## config.mk

```make
export PLATFORM = sky130hd
export DESIGN_NAME = piso_shift_transmitter
export DESIGN_NICKNAME = d
export VERILOG_FILES = /design/src/rtl/piso_shift_transmitter_pkg.sv /design/src/rtl/piso_shift_transmitter_bit_counter.sv /design/src/rtl/piso_shift_transmitter.sv
export SDC_FILE = /design/constraint.sdc
export NUM_CORES = 1
export LEC_CHECK = 0
export CORE_MARGIN = 3
export CORE_UTILIZATION = 38
export CTS_BUF_LIST = sky130_fd_sc_hd__clkbuf_8
export CTS_CLUSTER_SIZE = 25
export DETAILED_ROUTE_END_ITERATION = 12
export PLACE_DENSITY = 0.69
export SETUP_SLACK_MARGIN = 0.1
export SYNTH_ARGS = -nofsm -noshare
export SYNTH_HDL_FRONTEND = slang
export SYNTH_SLANG_ARGS = --single-unit
```

## constraint.sdc

```tcl
create_clock -name clk -period 1.47 [get_ports clk]
set_input_delay 0.2205 -clock clk [delete_from_list [all_inputs] [get_ports clk]]
set_output_delay 0.2205 -clock clk [all_outputs]
set_load 0.01 [all_outputs]
```

## src/rtl/piso_shift_transmitter_pkg.sv

```systemverilog
// rtl/piso_shift_transmitter_pkg.sv - shared state encoding and counter sizing for the PISO transmitter
package piso_shift_transmitter_pkg;

  typedef enum logic {
    ST_IDLE  = 1'b0,
    ST_SHIFT = 1'b1
  } state_e;

  // Bit counter width for a given word size, never narrower than one bit.
  function automatic int cnt_w(input int width);
    return (width > 2) ? $clog2(width) : 1;
  endfunction

endpackage

```

## src/rtl/piso_shift_transmitter_bit_counter.sv

```systemverilog
// rtl/piso_shift_transmitter_bit_counter.sv - bit position counter with clear, enable and terminal count
module shift_bit_counter #(
  parameter int WIDTH = 8,
  parameter int CNT_W = 3
) (
  input  logic             clk,
  input  logic             rst,
  input  logic             clr_i,
  input  logic             en_i,
  output logic [CNT_W-1:0] cnt_o,
  output logic             tc_o
);

  logic [CNT_W-1:0] cnt_q;
  logic [CNT_W-1:0] cnt_d;

  always_comb begin
    cnt_d = cnt_q;
    if (clr_i) begin
      cnt_d = '0;
    end else if (en_i) begin
      cnt_d = cnt_q + 1'b1;
    end
  end

  always_ff @(posedge clk or posedge rst) begin
    if (rst) begin
      cnt_q <= '0;
    end else begin
      cnt_q <= cnt_d;
    end
  end

  assign cnt_o = cnt_q;
  assign tc_o  = (cnt_q == CNT_W'(WIDTH - 1));

endmodule

```

## src/rtl/piso_shift_transmitter.sv

```systemverilog
// rtl/piso_shift_transmitter.sv - parallel-in serial-out transmitter with valid/ready word loading
module piso_shift_transmitter
  import piso_shift_transmitter_pkg::*;
#(
  parameter int WIDTH     = 8,
  parameter bit MSB_FIRST = 1'b1
) (
  input  logic             clk,
  input  logic             rst,
  input  logic             load_valid,
  output logic             load_ready,
  input  logic [WIDTH-1:0] load_data,
  output logic             sout,
  output logic             sout_valid,
  output logic             last,
  output logic             busy,
  output logic             done
);

  localparam int CNT_W   = cnt_w(WIDTH);
  localparam int OUT_IDX = MSB_FIRST ? WIDTH - 1 : 0;

  state_e           state_q;
  state_e           state_d;
  logic [WIDTH-1:0] shreg_q;
  logic [WIDTH-1:0] shreg_d;
  logic             done_q;
  logic [CNT_W-1:0] bit_cnt;
  logic             tc;
  logic             in_shift;
  logic             last_bit;
  logic             accept;

  assign in_shift   = (state_q == ST_SHIFT);
  assign last_bit   = in_shift & tc;
  // A new word may be taken while the final bit of the previous one is on the line.
  assign load_ready = !rst & ((state_q == ST_IDLE) | last_bit);
  assign accept     = load_valid & load_ready;

  shift_bit_counter #(
    .WIDTH(WIDTH),
    .CNT_W(CNT_W)
  ) u_bit_counter (
    .clk  (clk),
    .rst  (rst),
    .clr_i(accept | last_bit),
    .en_i (in_shift),
    .cnt_o(bit_cnt),
    .tc_o (tc)
  );

  always_ff @(posedge clk or posedge rst) begin
    if (rst) begin
      state_q <= ST_IDLE;
      shreg_q <= '0;
      done_q  <= 1'b0;
    end else begin
      state_q <= state_d;
      shreg_q <= shreg_d;
      done_q  <= last_bit;
    end
  end

  always_comb begin
    state_d = state_q;
    case (state_q)
      ST_IDLE:  if (accept) state_d = ST_SHIFT;
      ST_SHIFT: if (tc && !accept) state_d = ST_IDLE;
      default:  state_d = ST_IDLE;
    endcase
  end

  always_comb begin
    shreg_d = shreg_q;
    if (accept) begin
      shreg_d = load_data;
    end else if (last_bit) begin
      shreg_d = '0;
    end else if (in_shift) begin
      if (MSB_FIRST) begin
        shreg_d = {shreg_q[WIDTH-2:0], 1'b0};
      end else begin
        shreg_d = {1'b0, shreg_q[WIDTH-1:1]};
      end
    end
  end

  always_comb begin
    busy       = in_shift;
    sout_valid = in_shift;
    last       = last_bit;
    sout       = in_shift & shreg_q[OUT_IDX];
    done       = done_q;
  end

  logic unused_cnt;
  assign unused_cnt = ^bit_cnt;

endmodule

```

Yosys cells after proc, flatten, opt, wreduce, memory -nomap -nowiden:

Cells that the tools add are included.

* muxes and demuxes: 8
* reduce and logical (&&, ||, !) cells: 5
* add/subtract/negate cells: 1
* bitwise gates (word level): 7
* equal/unequal tests: 1

Operator list (count)
* $mux W8: 3
* $mux W3: 2
* $and A1 B1 Y1: 4
* $add A3 B1 Y3 const B: 1
* $eq A3 B3 Y1 const B: 1
* $reduce_bool A3 Y1: 1
* $logic_not A1 Y1: 2
* $mux W1: 2
* $or A1 B1 Y1: 2
* $pmux W1 S2: 1
* $reduce_bool A2 Y1: 1
* $logic_and A1 B1 Y1: 1
* $not A1 Y1: 1

* output and inout bits: 6
* flip-flop bits (word level): 13

Depth between registers and ports, before layout:

* depth in word-level cells: 9
* depth in mapped cells: 6
* depth with buffers taken out: 5

Cells and area by module:

From an unflattened synthesis, not the netlist that was laid out.

* cells, all modules: 50
* area, all modules: 615.6 um^2

By module, submodules not included
* piso_shift_transmitter: cells an instance 38, instances 1, seq. area each 250.2 um^2, area each 471.7 um^2
* shift_bit_counter: cells an instance 12, instances 1, seq. area each 75.1 um^2, area each 143.9 um^2

Least setup slack after synthesis:

Ideal clock, no wire load.

* kind: register to register
* start: reg u_bit_counter.cnt_q[0] (netlist: u_bit_counter.cnt_o[0])
* end: reg shreg_q[1]
* library setup time: 126 ps
* cell stages (with the launch flop): 7
* arrival: 1455 ps
* required time: 1344 ps
* slack: -111 ps
* path through: dfrtp_1 > ha_1 > ha_1 > and2b_4 > nor2b_1 > buf_6 > a221o_1

* longest elaborated chain between the ends: 6

Ends and longest elaborated chain
* start: declaration: line piso_shift_transmitter_bit_counter.sv:14 `logic [CNT_W-1:0] cnt_q;`
* start signal: assignment: line piso_shift_transmitter_bit_counter.sv:30 `cnt_q <= cnt_d;`
* $eq A3 B3 Y1 (*): line piso_shift_transmitter_bit_counter.sv:35 `assign tc_o = (cnt_q == CNT_W'(WIDTH - 1));`
* $and A1 B1 Y1 (*): line piso_shift_transmitter.sv:35 `assign last_bit = in_shift & tc;`
* $or A1 B1 Y1: line piso_shift_transmitter.sv:37 `assign load_ready = !rst & ((state_q == ST_IDLE) | last_bit);`
* $and A1 B1 Y1: line piso_shift_transmitter.sv:37
* $and A1 B1 Y1: line piso_shift_transmitter.sv:38 `assign accept = load_valid & load_ready;`
* $reduce_bool A3 Y1 (no line) or $mux W8 (tied branches)
* end signal: assignment: line piso_shift_transmitter.sv:59 `shreg_q <= shreg_d;`
* end: declaration: line piso_shift_transmitter.sv:25 `logic [WIDTH-1:0] shreg_q;`

Mark *: on every way between the ends. The rest lies on a longest branch, timed or not.
A chain may end at the register's enable or synchronous reset.

Worst setup path in the final report:

* start: reg u_bit_counter.cnt_q[1] (netlist: u_bit_counter.cnt_o[1])
* end: out load_ready

* longest elaborated chain between the ends: 4

Ends and longest elaborated chain
* $eq A3 B3 Y1: line piso_shift_transmitter_bit_counter.sv:35
* $and A1 B1 Y1: line piso_shift_transmitter.sv:35
* $or A1 B1 Y1: line piso_shift_transmitter.sv:37
* $and A1 B1 Y1: line piso_shift_transmitter.sv:37
* end: declaration: line piso_shift_transmitter.sv:11 `output logic load_ready,`

No other way between the ends.

==> results by group <==
Status
  • Outcome: complete, but fails checks
  • Failing checks: negative setup slack

Power
  • Clock Power Share: 0.180
  • Comb pwr share: 0.486
  • Pleak: 0.420 nW
  • Switch Pwr: 0.000508 W
  • Worst vdd ir: 1.15 mV
  • Sw Share: 0.304
  • Part of the power in registers: 0.334
  • Tot Pwr: 0.00167 W
  • Internal Pwr Total: 0.00116 W
  • P per Cell Area: 1950 nW/µm²

Worst setup path
  • WP data required: 1.25 ns
  • CP startpoint kind: flop
  • Beginning of the critical path: u_bit_counter.cnt_o[1]
  • Arrival time at the worst endpoint: 1.41 ns
  • Worst Setup End Kind: output pin
  • Critical path type: reg2out
  • Crit path max fanout: 4
  • R2r startpoint: u_bit_counter.cnt_o[1]

Clock network
  • Sink Count: 13
  • CTS tree: done
  • Post-CTS Hold Buffers: 0
  • Deepest clock path buffer count: 2
  • Clk slew on worst S/H paths: 0.05 ns
  • Num CTS Buffers: 3
  • CTS H-tree depth: 1
  • Root buf cell: clkbuf_8
  • Clk Latency, worst-skew pair: 0.24 ns

Die
  • Core Area: 1370 µm²
  • Ports: 17
  • Die Y: 45.3 µm
  • Initial Utilization: 0.429
  • DIE AREA: 2050 µm²
  • Std-Cell Rows: 13
  • Chip width: 45.3 µm

Hold path
  • Hold Crit Class: in2async

Placed design
  • DP Cell Count: 81
  • DP Worst Slack: -0.239 ns
  • RePlAce Congestion: 0.703
  • PortBufs: 16
  • DP HPWL: 815 µm

STA
  • Final Max Tran Viols: 0
  • Worst Tran Pin Value: 0.479 ns
  • Worst Skew: 0.000320 ns
  • Maximum clock frequency: 615 MHz
  • Relative slew slack: 0.680
  • RSZ-0062 raised after global routing: yes
  • Min setup slack post-route: -0.157 ns
  • # setup viols final: 10
  • Final hold slack: 0.360 ns
  • Final worst-path cycle share: 1.11
  • Fin crit period: 1.63 ns
  • Endpoints failing hold: 0

Synth
  • Compound-Gate Fraction of Synth Area: 0.162
  • Sequential share of the synthesized area: 0.554
  • Average size of a mapped cell: 12.8 µm²
  • Simple-gate share of the synthesized area: 0.175
  • Area share of fa/ha/maj cells after synthesis: 0.0426
  • Yosys cell types: 17
  • Post-Syn Instances: 46
  • Synth Area in XOR/XNOR: 0
  • Synth warnings: 0
  • Syn nets: 59
  • Largest family of logic cells by synthesized area: simple AND/OR/NAND/NOR gates
  • Cell Area, Synth: 587 µm²
  • Flops & latches, synth: 13
  • Post-synthesis mux area share: 0.0192

Drt
  • Total routed wirelength: 1160 µm
  • DR vias: 439
  • Antenna Nets Post-Route: 0
  • Remaining routing DRC violations: 0
  • DR iter-0 viols: 6
  • Avg WL per Cell: 13.0 µm
  • DR pass1 iterations: 2
  • Number of vias per cell: 4.93

Final layout
  • Layout area overhead: 46.5%
  • Core Util, Final: 0.629
  • Net count, final: 88
  • Layout Cells excl Fill: 89
  • # diodes: 0
  • Layout cells sized above 1: 0.324
  • Fill cells: 116

Global routing
  • Gr usage total: 0.128
  • First-pass GRT wire length: 1840 µm
  • Total gr overflow: 0
  • Number of global-route vias before repair: 442
  • Initial antenna violation count: 0
  • Largest net degree at the start of global routing: 14

Run
  • Max Cap Viol: 0
-- power by group through the flow --
stage               registers, W  logic [W]  clock network, W
detailed placement      0.000564   0.000773                 0
finish                  0.000559   0.000813          0.000300
global route            0.000575   0.000894          0.000329
CTS                     0.000556   0.000784          0.000317
floorplan               0.000575   0.000432                 0
global placement        0.000559   0.000760                 0
-- stage by stage --
stage | cell area [µm²] | TNS (ns)
finish | 860 | -0.789
global route | 860 | -1.45
CTS | 850 | -0.745
detailed placement | 800 | -1.82
global placement | 800 | -1.49
floorplan | 592 | -0.290
-- routing by layer --
layer | track usage | wire, µm | vias to the layer above
li1 | - | - | 220
met1 | 0.158 | 533 | 203
met2 | 0.209 | 518 | 16
met3 | 0.0478 | 103 | 0
met4 | 0.0351 | 0 | 0
met5 | 0 | 0 | -
-- cells in the mapped netlist --
cell type	number	area, µm²
dfrtp_1	13	325
nor2_2	1	6.26
a221o_1	7	70.1
buf_2	1	5.00
buf_6	1	11.3
or2_2	1	6.26
a22o_1	2	17.5
nor2b_1	2	12.5
inv_1	1	3.75
ha_1	2	25.0
a21o_1	1	7.51
and2_1	9	56.3
nor2_1	1	3.75
mux2_2	1	11.3
and2b_4	1	10.0
buf_4	1	7.51
nor3b_1	1	7.51
-- flip-flops by register name, indices dropped and copies added, names as in the netlist --
| name | cells |
|---|---|
| u_bit_counter.cnt_o | 3 |
| busy | 1 |
| done | 1 |
| shreg_q | 8 |
-- logic make-up (layout without fill, tap and decap cells) --
logic type | Yosys count | count (layout)
adder cells (fa/ha/maj) | 2 | 2
flip-flops | 13 | 13
buffers and inverters | 4 | 32
AO/OA/AOI/OAI | 10 | 10
AND/OR/NAND/NOR | 16 | 16
multiplexers | 1 | 1
-- critical path, stage by stage, from the launching register on --
cell and delay (ns):
dfrtp_1 0.38, ha_2 0.18, ha_2 0.16, and2b_4 0.26, nor2_1 0.04, buf_2 0.13
-- cell type report --
cell class              count  area, µm²  area share
multi-input cells          29        241       0.281
well taps                  15       18.8      0.0218
repair buffers             27        225       0.262
clock inverters             1       3.75     0.00437
inverters                   1       3.75     0.00437
clock buffers               3       41.3      0.0480
flip-flops and latches     13        325       0.378
-- layout by cell type (no fill, tap or decap), drive strengths merged, types with 2 or more instances in the layout --
cell            n
a221o           7
clkdlybuf4s50  11
ha              2
nor2            2
dfrtp          13
inv             2
and2            9
a22o            2
nor2b           2
buf            13
clkbuf          4
dlygate4sd2     2
-- path summary, 6_finish.rpt --
| path | endpoint | slack, ns | cells past startpoint |
|---|---|---|---|
| worst min register to register | shreg_q[5] | 0.50 | 1 |
| max in group asynchronous | shreg_q[4] | 0.79 | 2 |
| worst min-delay path | u_bit_counter.cnt_o[0] | 0.36 | 2 |
| worst max-delay path | load_ready | -0.16 | 5 |
| worst max register to register | shreg_q[7] | -0.10 | 6 |
| min in group clk | shreg_q[5] | 0.50 | 1 |
-- what timing repair did --
| action | CTS | global route |
|---|---|---|
| setup endpoints to repair | 17 | 15 |
| buffers inserted | 2 | 2 |
| resized for setup | 13 | 1 |
| gates cloned | 0 | 0 |
(Power assumes the default switching activity.)
